## config.mk

```make
export PLATFORM = sky130hd
export DESIGN_NAME = mult4x4_cmpx_ctrl
export DESIGN_NICKNAME = d
export VERILOG_FILES = /design/src/rtl/mult4x4_cmpx_ctrl.sv
export SDC_FILE = /design/constraint.sdc
export NUM_CORES = 1
export LEC_CHECK = 0
export ABC_CLOCK_PERIOD_IN_PS = 2350
export BUFFER_PORTS_ARGS = -buffer_cell sky130_fd_sc_hd__clkbuf_2
export CAP_MARGIN = 5
export CORE_ASPECT_RATIO = 0.75
export CORE_MARGIN = 3
export CORE_UTILIZATION = 35
export DETAILED_ROUTE_END_ITERATION = 8
export PLACE_DENSITY_LB_ADDON = 0.3
export SYNTH_ARGS = -nofsm -noshare
export SYNTH_HDL_FRONTEND = slang
export SYNTH_SLANG_ARGS = --single-unit
export TNS_END_PERCENT = 5
```

## constraint.sdc

```tcl
create_clock -name clk -period 2.35 [get_ports clk]
set_clock_uncertainty 0.2 [all_clocks]
set_input_delay 0 -clock clk [delete_from_list [all_inputs] [get_ports clk]]
set_output_delay 0 -clock clk [all_outputs]
set_load 0.01 [all_outputs]
```

## src/rtl/mult4x4_cmpx_ctrl.sv

```systemverilog
// Controller for the 4x4 complex-multiplier datapath.
// Sequences four real products through the shared multiplier:
// re = xz - yw, im = xw + yz. It also runs a watchdog on the
// multiplier handshake.
module mult4x4_cmpx_ctrl #(
  parameter int unsigned WAIT_LIMIT = 64,
  parameter int unsigned CW         = 7
) (
  input  logic clk,
  input  logic rst,
  input  logic start,
  input  logic done4x4,
  output logic ldx,
  output logic ldy,
  output logic ldz,
  output logic ldw,
  output logic initR,
  output logic initI,
  output logic sel1,
  output logic sel2,
  output logic start4x4,
  output logic sel3,
  output logic sub,
  output logic ldR,
  output logic ldI,
  output logic busy,
  output logic done,
  output logic err
);

  typedef enum logic [2:0] {
    IDLE,
    LOAD,
    MSTART,
    MWAIT,
    ACC,
    FIN,
    ERR
  } state_t;

  localparam logic [CW-1:0] WD_LAST = CW'(WAIT_LIMIT - 1);

  state_t        state, state_nxt;
  logic [1:0]    k, k_nxt;
  logic [CW-1:0] wd, wd_nxt;
  logic          err_nxt;

  // State, product index, watchdog and sticky error registers
  always_ff @(posedge clk or negedge rst) begin
    if (!rst) begin
      state <= IDLE;
      k     <= '0;
      wd    <= '0;
      err   <= 1'b0;
    end else begin
      state <= state_nxt;
      k     <= k_nxt;
      wd    <= wd_nxt;
      err   <= err_nxt;
    end
  end

  // Next-state logic; wd==0 marks the MWAIT guard cycle where a stale done4x4 is ignored
  always_comb begin
    state_nxt = state;
    k_nxt     = k;
    wd_nxt    = wd;
    err_nxt   = err;
    unique case (state)
      IDLE: begin
        if (start) begin
          state_nxt = LOAD;
          err_nxt   = 1'b0;
        end
      end
      LOAD: begin
        k_nxt     = '0;
        state_nxt = MSTART;
      end
      MSTART: begin
        wd_nxt    = '0;
        state_nxt = MWAIT;
      end
      MWAIT: begin
        if ((wd != '0) && done4x4) begin
          state_nxt = ACC;
        end else if (wd == WD_LAST) begin
          state_nxt = ERR;
        end else begin
          wd_nxt = wd + CW'(1);
        end
      end
      ACC: begin
        if (k == 2'd3) begin
          state_nxt = FIN;
        end else begin
          k_nxt     = k + 2'd1;
          state_nxt = MSTART;
        end
      end
      FIN: begin
        state_nxt = IDLE;
      end
      ERR: begin
        err_nxt   = 1'b1;
        state_nxt = IDLE;
      end
      default: begin
        state_nxt = IDLE;
      end
    endcase
  end

  // Outputs are registered from the next state/k, so each one is valid in the cycle of the state it decodes
  always_ff @(posedge clk or negedge rst) begin
    if (!rst) begin
      ldx      <= 1'b0;
      ldy      <= 1'b0;
      ldz      <= 1'b0;
      ldw      <= 1'b0;
      initR    <= 1'b0;
      initI    <= 1'b0;
      sel1     <= 1'b0;
      sel2     <= 1'b0;
      start4x4 <= 1'b0;
      sel3     <= 1'b0;
      sub      <= 1'b0;
      ldR      <= 1'b0;
      ldI      <= 1'b0;
      busy     <= 1'b0;
      done     <= 1'b0;
    end else begin
      ldx      <= 1'b0;
      ldy      <= 1'b0;
      ldz      <= 1'b0;
      ldw      <= 1'b0;
      initR    <= 1'b0;
      initI    <= 1'b0;
      sel1     <= 1'b0;
      sel2     <= 1'b0;
      start4x4 <= 1'b0;
      sel3     <= 1'b0;
      sub      <= 1'b0;
      ldR      <= 1'b0;
      ldI      <= 1'b0;
      busy     <= (state_nxt != IDLE) && (state_nxt != ERR);
      done     <= 1'b0;
      unique case (state_nxt)
        LOAD: begin
          ldx   <= 1'b1;
          ldy   <= 1'b1;
          ldz   <= 1'b1;
          ldw   <= 1'b1;
          initR <= 1'b1;
          initI <= 1'b1;
        end
        MSTART, MWAIT, ACC: begin
          // k0: xz to re, k1: yw from re, k2: xw to im, k3: yz to im
          sel1     <= k_nxt[0];
          sel2     <= k_nxt[0] ^ k_nxt[1];
          sel3     <= ~k_nxt[1];
          sub      <= (k_nxt == 2'd1);
          start4x4 <= (state_nxt == MSTART);
          ldR      <= (state_nxt == ACC) && !k_nxt[1];
          ldI      <= (state_nxt == ACC) &&  k_nxt[1];
        end
        FIN: begin
          done <= 1'b1;
        end
        default: begin
        end
      endcase
    end
  end

endmodule

```

* Word level (Yosys, flattened, before mapping)
Index checks and enable logic that the tools add are counted.
Operators by class: $add $sub $neg 2, eq/ne operators 17, mux-type cells 21, bitwise gates (word level) 2, reduce and logical (&&, ||, !) cells 13
Operators by type and width (count):
- $pmux 3 s5 | 1
- $mux 7 | 2
- $pmux 7 s2 | 1
- $eq 3x2->1 const B | 4
- $eq 3x3->1 const B | 4
- $mux 3 | 4
- $mux 1 | 10
- $add 7x1->7 const B | 1
- $eq 7x6->1 const B | 1
- $reduce_bool 7->1 | 1
- $eq 3x1->1 const B | 2
- $ne 2x2->1 const B | 3
- $logic_and 1x1->1 | 4
- $pmux 2 s2 | 1
- $reduce_bool 2->1 | 2
- $logic_not 3->1 | 1
- $ne 3x3->1 const B | 1
- $reduce_and 3->1 | 1
- $reduce_bool 3->1 | 1
- $reduce_or 3->1 | 1
- $add 2x1->2 const B | 1
- $eq 2x1->1 const B | 1
- $eq 2x2->1 const B | 1
- $mux 2 | 1
- 5 further kinds | 5
Storage, ports and cells: register bits after elaboration 23, bits of input ports 4, output and inout port bits 16, word-level logic and storage cells 69

* Depth between registers and ports, before layout
Gate-level depths: netlist (run 1).
depth in word-level cells 7, mapped depth 7, depth with buffers taken out 7

* Least setup slack after synthesis (run 1)
OpenSTA, ideal clock, no wires.
path kind register to register, start point register wd[0], end point register wd[2], library setup time 120 ps, arrival time 1505 ps, required time 2030 ps, slack 525 ps, cell stages (with the launch flop) 8, path buffers 0, period minus slack after synthesis 1825 ps, cells stage by stage dfrtp_1 inv_1 ha_1 nor2b_1 a21bo_2 a21o_4 and2_4 a31o_1
Between the ends: word-level cells in the longest chain between the ends 4, elaborated cells on any way between the ends 10, those cells by class add/sub (1); eq/ne (3); mux (3); reduce/logical (3)
Ends and longest elaborated chain:
- from (decl) | RTL line 45 | logic [CW-1:0] wd, wd_nxt;
- from (signal assigned) | RTL line 58 | wd <= wd_nxt;
- $add 7x1->7 / $reduce_bool 7->1 (equally long branches) | RTL line 90, 85
- $mux 7 / $logic_and 1x1->1 (equally long branches) | RTL line 87, 85
- $mux 7 / $ne 2x2->1 (equally long branches)
- $pmux 7 s2 / $reduce_and 3->1 (equally long branches)
Several ways; a longest one is shown, not always the timed one. The select of a mux whose other input is x is not followed. A chain may end at the register's enable or synchronous reset.

* Worst setup path in the final report (run 1)
start point register wd[0], end point register sub
Between the ends: word-level cells in the longest chain between the ends 7, elaborated cells on any way between the ends 11, those cells by class eq/ne (4); mux (4); reduce/logical (3)
Ends and longest elaborated chain:
- $eq 7x6->1 / $reduce_bool 7->1 (equally long branches) | RTL line 87, 85
- $mux 3 / $logic_and 1x1->1 (equally long branches) | RTL line 87, 85
- $mux 3 (*) | RTL line 85 | if ((wd != '0) && done4x4) begin
- $pmux 3 s5 (*) | RTL line 69 | unique case (state)
- $eq 3x2->1 / $eq 3x3->1 (equally long branches) | RTL line 148 | unique case (state_nxt)
- $reduce_or 3->1 (*) | RTL line 148
- $mux 1 (*) | RTL line 148
- to (signal assigned) | RTL line 162 | sub <= (k_nxt == 2'd1);
- to (decl) | RTL line 23 | output logic sub,
Every way passes the cells marked *; elsewhere a longest branch is shown, timed or not.

==> flow_summary.json, run 1 <==
{
  "die_h_um": 56.6,
  "synthDistinctLibCells": 38,
  "top_register": "wd",
  "finalHoldViolCount": 0,
  "vias": 912,
  "drv_slew": 0,
  "start_util_pct": 38.4,
  "max-cap-violations": 0,
  "synth_simple_gate_area_share_pct": 21.5,
  "worst_pin_slew_ns": 0.548,
  "synth_xor_xnor_area_share_pct": 0,
  "drc": 0,
  "area_growth_syn_to_layout_pct": 14.6,
  "ys_ff_latch": 23,
  "pre_cts_slack_ns": 0.397,
  "wl_met1_mm": 1.21,
  "fillers": 293,
  "routed_wl_mm": 2.37,
  "cp_max_fo": 7,
  "synth_enable_flop_cells": 0,
  "peakVddDrop_v": 0.000656,
  "clock.fmax_mhz": 507,
  "die_w_um": 73.4,
  "synth_compound_area_share_pct": 19.1,
  "syn_inst": 119,
  "grt.overflow.total": 0,
  "grt_start_max_net_pins": 24,
  "io_pins": 20,
  "ant_nets": 0,
  "hp-class": "primary input to asynchronous set/reset pin",
  "critPathKind": "flop to flop",
  "cts_buffers": 3,
  "synth.largest_area_cell": "dfrtp_1",
  "diodes": 0,
  "worstPathRequired_ns": 2.31,
  "antenna_found_initial": 0,
  "final_common_cell": "dfrtp_1",
  "slew_headroom_pct": 63.5,
  "arrival_ns": 1.93,
  "largest_register_ffs": 7,
  "first_global_vias": 839,
  "power.leakage_nw": 0.654,
  "synth_top_family_by_area": "simple AND/OR/NAND/NOR gates",
  "post_cts_buffers": 0,
  "synth_mux_area_share_pct": 1.78,
  "dpl.hpwl_mm": 1.82,
  "drive_gt1_share_pct": 23.9,
  "tns_ns": 0,
  "drtIter0Drc": 36,
  "grt_setup_unrepaired": "no",
  "clockRootBuffer": "clkbuf_8",
  "cts_buffer_depth": 2,
  "synth-seq-area-share_pct": 48.2,
  "met2_length_mm": 1.03,
  "routedWlPerCell_um": 13.4,
  "synthAdderAreaFrac_pct": 3.14,
  "fin_nets": 146,
  "async_reset_ff_share_pct": 100,
  "status": "finished, final reports clean",
  "die_area_um2": 4150,
  "drtPass1Iterations": 4,
  "largestRegisters": "wd (7), state (3), k (2)",
  "synth_area_um2": 1190,
  "cts_max_level": 1,
  "syn_nets": 126,
  "fin_crit_sh_pct": 83.9,
  "synth_area_per_cell_um2": 10.0,
  "dp_cells": 169,
  "final_cell_mix": "dfrtp_1, clkbuf_2, nor2_1, nand2_1, a31oi_1",
  "vias_per_cell": 5.18,
  "synth.area.top_cells": "dfrtp_1, nor2_1, a31oi_1",
  "path_clk_slew_ns": 0.08,
  "end_kind": "flop",
  "ys.flop_type": "dfrtp_1",
  "power_per_cell_area_nw_per_um2": 1250,
  "cts_sinks": 23,
  "synth_warnings": 0,
  "rows": 17,
  "core_um2": 3110,
  "placement.io_buffers": 19,
  "instances_no_fill": 176,
  "top_layer_used": "met3",
  "finalSetupViolCount": 0,
  "route.met3.wl_um": 133,
  "period_minus_slack_ns": 1.97,
  "clkLatencyLatePin_ns": 0.26,
  "start_kind": "flop",
  "setup_slack_ns": 0.377,
  "cts_tree": "done",
  "post-synth-top-area-fraction_pct": 48.2,
  "grt_usage_pct": 12.6,
  "routabilityCongestion": 0.767,
  "grt_pass1_wl_mm": 4.06
}
==> metrics by stage <==
step	power, mW	util, %	hold WS (ns)	cell area (µm²)
after floorplan	1.27	-	-0.496	1190
after global placement	1.46	41.6	-0.190	1290
after detailed placement	1.47	41.6	-0.176	1290
after CTS	1.73	44.0	0.0698	1370
after global routing	1.86	44.0	0.117	1370
final	1.71	44.0	0.0452	1370
==> cell type report <==
| class | instances | area (µm²) | area share (%) |
|---|---|---|---|
| tap | 38 | 47.5 | 3.48 |
| clock buffer | 3 | 41.3 | 3.02 |
| timing repair buffer | 23 | 133 | 9.70 |
| multi-input combinational | 82 | 543 | 39.7 |
| sequential | 23 | 576 | 42.1 |
| inverter | 6 | 22.5 | 1.65 |
| clock inverter | 1 | 5.00 | 0.366 |
==> worst paths after layout <==
kind / slack [ns] / depth (start not counted) / startpoint / to
worst max-delay path: 0.38 / 7 / wd[0] / sub
worst min-delay path: 0.05 / 2 / rst / sel2
worst max register to register: 0.38 / 7 / wd[0] / sub
worst min register to register: 0.35 / 2 / err / err
max in group asynchronous: 1.54 / 2 / rst / busy
min in group clk: 0.35 / 2 / err / err
==> Yosys cell counts (2+ instances only) <==
cell type / instances
nand2_1: 9
o21ai_1: 3
nor2b_1: 3
and2_1: 3
nand2b_1: 2
nor3_1: 4
dfrtp_1: 23
nor2_1: 12
ha_1: 3
inv_1: 5
a31o_1: 4
buf_2: 3
and3_1: 3
o21ai_0: 2
a21oi_1: 5
a31oi_1: 6
nand3_1: 4
buf_4: 5
==> report_power, final <==
| group | switching, mW | leakage (nW) | internal, mW |
|---|---|---|---|
| Combinational | 0.475 | 0.330 | 0.349 |
| Clock | 0.123 | 0.0255 | 0.118 |
| Sequential | 0.134 | 0.299 | 0.510 |
==> critical path: stages (launching register included) <==
cell and delay, ns:
dfrtp_1 0.40, inv_1 0.10, ha_1 0.14, nor2b_1 0.19, a21bo_2 0.24, a31oi_1 0.14, mux2_2 0.30, and2_1 0.15
==> what timing repair did <==
action | CTS | global route
hold endpoints to repair | 27 | 0
resized for setup | 0 | 0
hold buffers | 3 | 0
==> cell families after synthesis <==
family	after synthesis
AND/OR/NAND/NOR	47
AO/OA/AOI/OAI	30
flip-flops	23
buffers and inverters	14
adder cells (fa/ha/maj)	3
multiplexers	2
==> routing by layer <==
| metal | up-vias | track usage [%] |
|---|---|---|
| met2 | 26 | 17.5 |
| li1 | 455 | - |
| met1 | 431 | 19.4 |
| met3 | 0 | 3.22 |
| met5 | - | 0 |
| met4 | 0 | 3.10 |
No activity file was read; power rests on OpenSTA's default activity.
==> inputs of run 2 (changes only) <==
Settings changed: ABC_CLOCK_PERIOD_IN_PS 2350 to 2000.
Clock period 2.35 ns to 2 ns, I/O delays scaled along.
==> run 2 against run 1 <==
Die area unchanged. Via count rose by 9.6%. Fmax up 0.67%. Clock power rose by 18%. Utilization increased by 2.7 points. Global-route usage grew 0.31 points. Sequential power up 21%. Worst hold slack better by 0.023 ns. Sequential cell count did not move. Sequential share of layout area shrank 2.0 points. Largest cell class unchanged. Largest power group unchanged.
==> flow_summary.json, run 2 (synthesis results as in run 1) <==
{
  "cts_sinks": 23,
  "setup_slack_ns": 0.0404,
  "largestRegisters": "wd (7), state (3), k (2)",
  "diodes": 0,
  "finalHoldViolCount": 0,
  "dpl.hpwl_mm": 1.90,
  "power_per_cell_area_nw_per_um2": 1510,
  "critPathKind": "flop to flop",
  "drtPass1Iterations": 4,
  "antenna_found_initial": 0,
  "drtIter0Drc": 73,
  "max-cap-violations": 0,
  "vias_per_cell": 5.41,
  "grt_setup_unrepaired": "yes",
  "cp_max_fo": 8,
  "hold_ws_ns": 0.0686,
  "final_cell_mix": "clkbuf_2, dfrtp_1, nor2_1, nand2_1, buf_4",
  "arrival_ns": 1.91,
  "met2_length_mm": 1.24,
  "route.met3.wl_um": 156,
  "end_kind": "flop",
  "status": "finished, final reports clean",
  "grt_usage_pct": 12.9,
  "total_power_mw": 2.20,
  "grt_pass1_wl_mm": 4.13,
  "grt.overflow.total": 0,
  "finalSetupViolCount": 0,
  "hp-class": "primary input to asynchronous set/reset pin",
  "top_register": "wd",
  "drive_gt1_share_pct": 34.0,
  "power.leakage_nw": 0.688,
  "pre_cts_slack_ns": 0.0308,
  "wl_met1_mm": 1.34,
  "period_minus_slack_ns": 1.96,
  "seqCellArea_um2": 582,
  "worstPathRequired_ns": 1.95,
  "cts_tree": "done",
  "routedWlPerCell_um": 15.1,
  "cts_max_level": 1,
  "clockRootBuffer": "clkbuf_8",
  "worst_pin_slew_ns": 0.584,
  "vias": 1000,
  "drc": 0,
  "multi_input_area_um2": 551,
  "fillers": 304,
  "clkLatencyLatePin_ns": 0.26,
  "die_h_um": 56.6,
  "start_util_pct": 38.4,
  "io_pins": 20,
  "clock.fmax_mhz": 510,
  "start_kind": "flop",
  "path_clk_slew_ns": 0.08,
  "die_w_um": 73.4,
  "routabilityCongestion": 0.787,
  "peakVddDrop_v": 0.000764,
  "die_area_um2": 4150,
  "area_growth_syn_to_layout_pct": 21.6,
  "top_layer_used": "met4",
  "fin_nets": 155,
  "routed_wl_mm": 2.79,
  "postLayoutCoreUtil_pct": 46.7,
  "cts_buffer_depth": 2,
  "grt_start_max_net_pins": 24,
  "placement.io_buffers": 19,
  "ant_nets": 0,
  "slew_headroom_pct": 61.1,
  "first_global_vias": 893,
  "core_um2": 3110,
  "final_common_cell": "clkbuf_2",
  "cts_buffers": 3,
  "largest_register_ffs": 7,
  "fin_crit_sh_pct": 98.0,
  "drv_slew": 0,
  "rows": 17,
  "worst-r2r-cell-count": 6
}
[run 2: final timing paths]
path                       slack [ns]  endpoint   from
max                              0.04     wd[2]  wd[0]
min                              0.07      sel3    rst
max reg2reg                      0.04     wd[2]  wd[0]
min reg2reg                      0.36       err    err
max in group asynchronous        1.12     wd[5]    rst
min in group clk                 0.36       err    err
[run 2: per-stage QoR]
step	instance area, µm²	cells	TNS (ns)
6_report	1450	185	0
5_1_grt	1450	185	-0.0881
4_1_cts	1390	179	0
3_5_place_dp	1310	172	0
3_3_place_gp	1310	172	0
2_1_floorplan	1190	119	0
[run 2: power breakdown]
part	internal, mW	switching [mW]	total, mW
sequential	0.605	0.174	0.779
combinational	0.521	0.613	1.13
clock	0.142	0.143	0.285
[run 2: cell type report]
cell class / count / area share, %
multi-input cells: 82 / 37.9
flip-flops and latches: 23 / 40.1
inverters: 6 / 1.55
repair buffers: 32 / 14.1
well taps: 38 / 3.28
clock buffers: 4 / 3.10
[run 2: critical path, cell delays in order, from the launching register on]
cell	delay, ns
dfrtp_1	0.40
ha_2	0.22
nand4_1	0.16
o21ba_1	0.25
a21o_4	0.26
and2_4	0.17
a31o_1	0.21
[run 2: layer usage]
metal / vias up / track usage [%]
met4: 0 / 4.39
met3: 4 / 3.76
li1: 469 / -
met2: 39 / 18.9
met1: 488 / 18.2
met5: - / 0
[run 2: repair_timing]
| action | in CTS | in global routing |
|---|---|---|
| setup buffers | 0 | 6 |
| endpoints found under the setup margin | 0 | 10 |
| gates resized for setup | 0 | 10 |
| endpoints found under the hold margin | 26 | 0 |
| hold buffers | 3 | 0 |
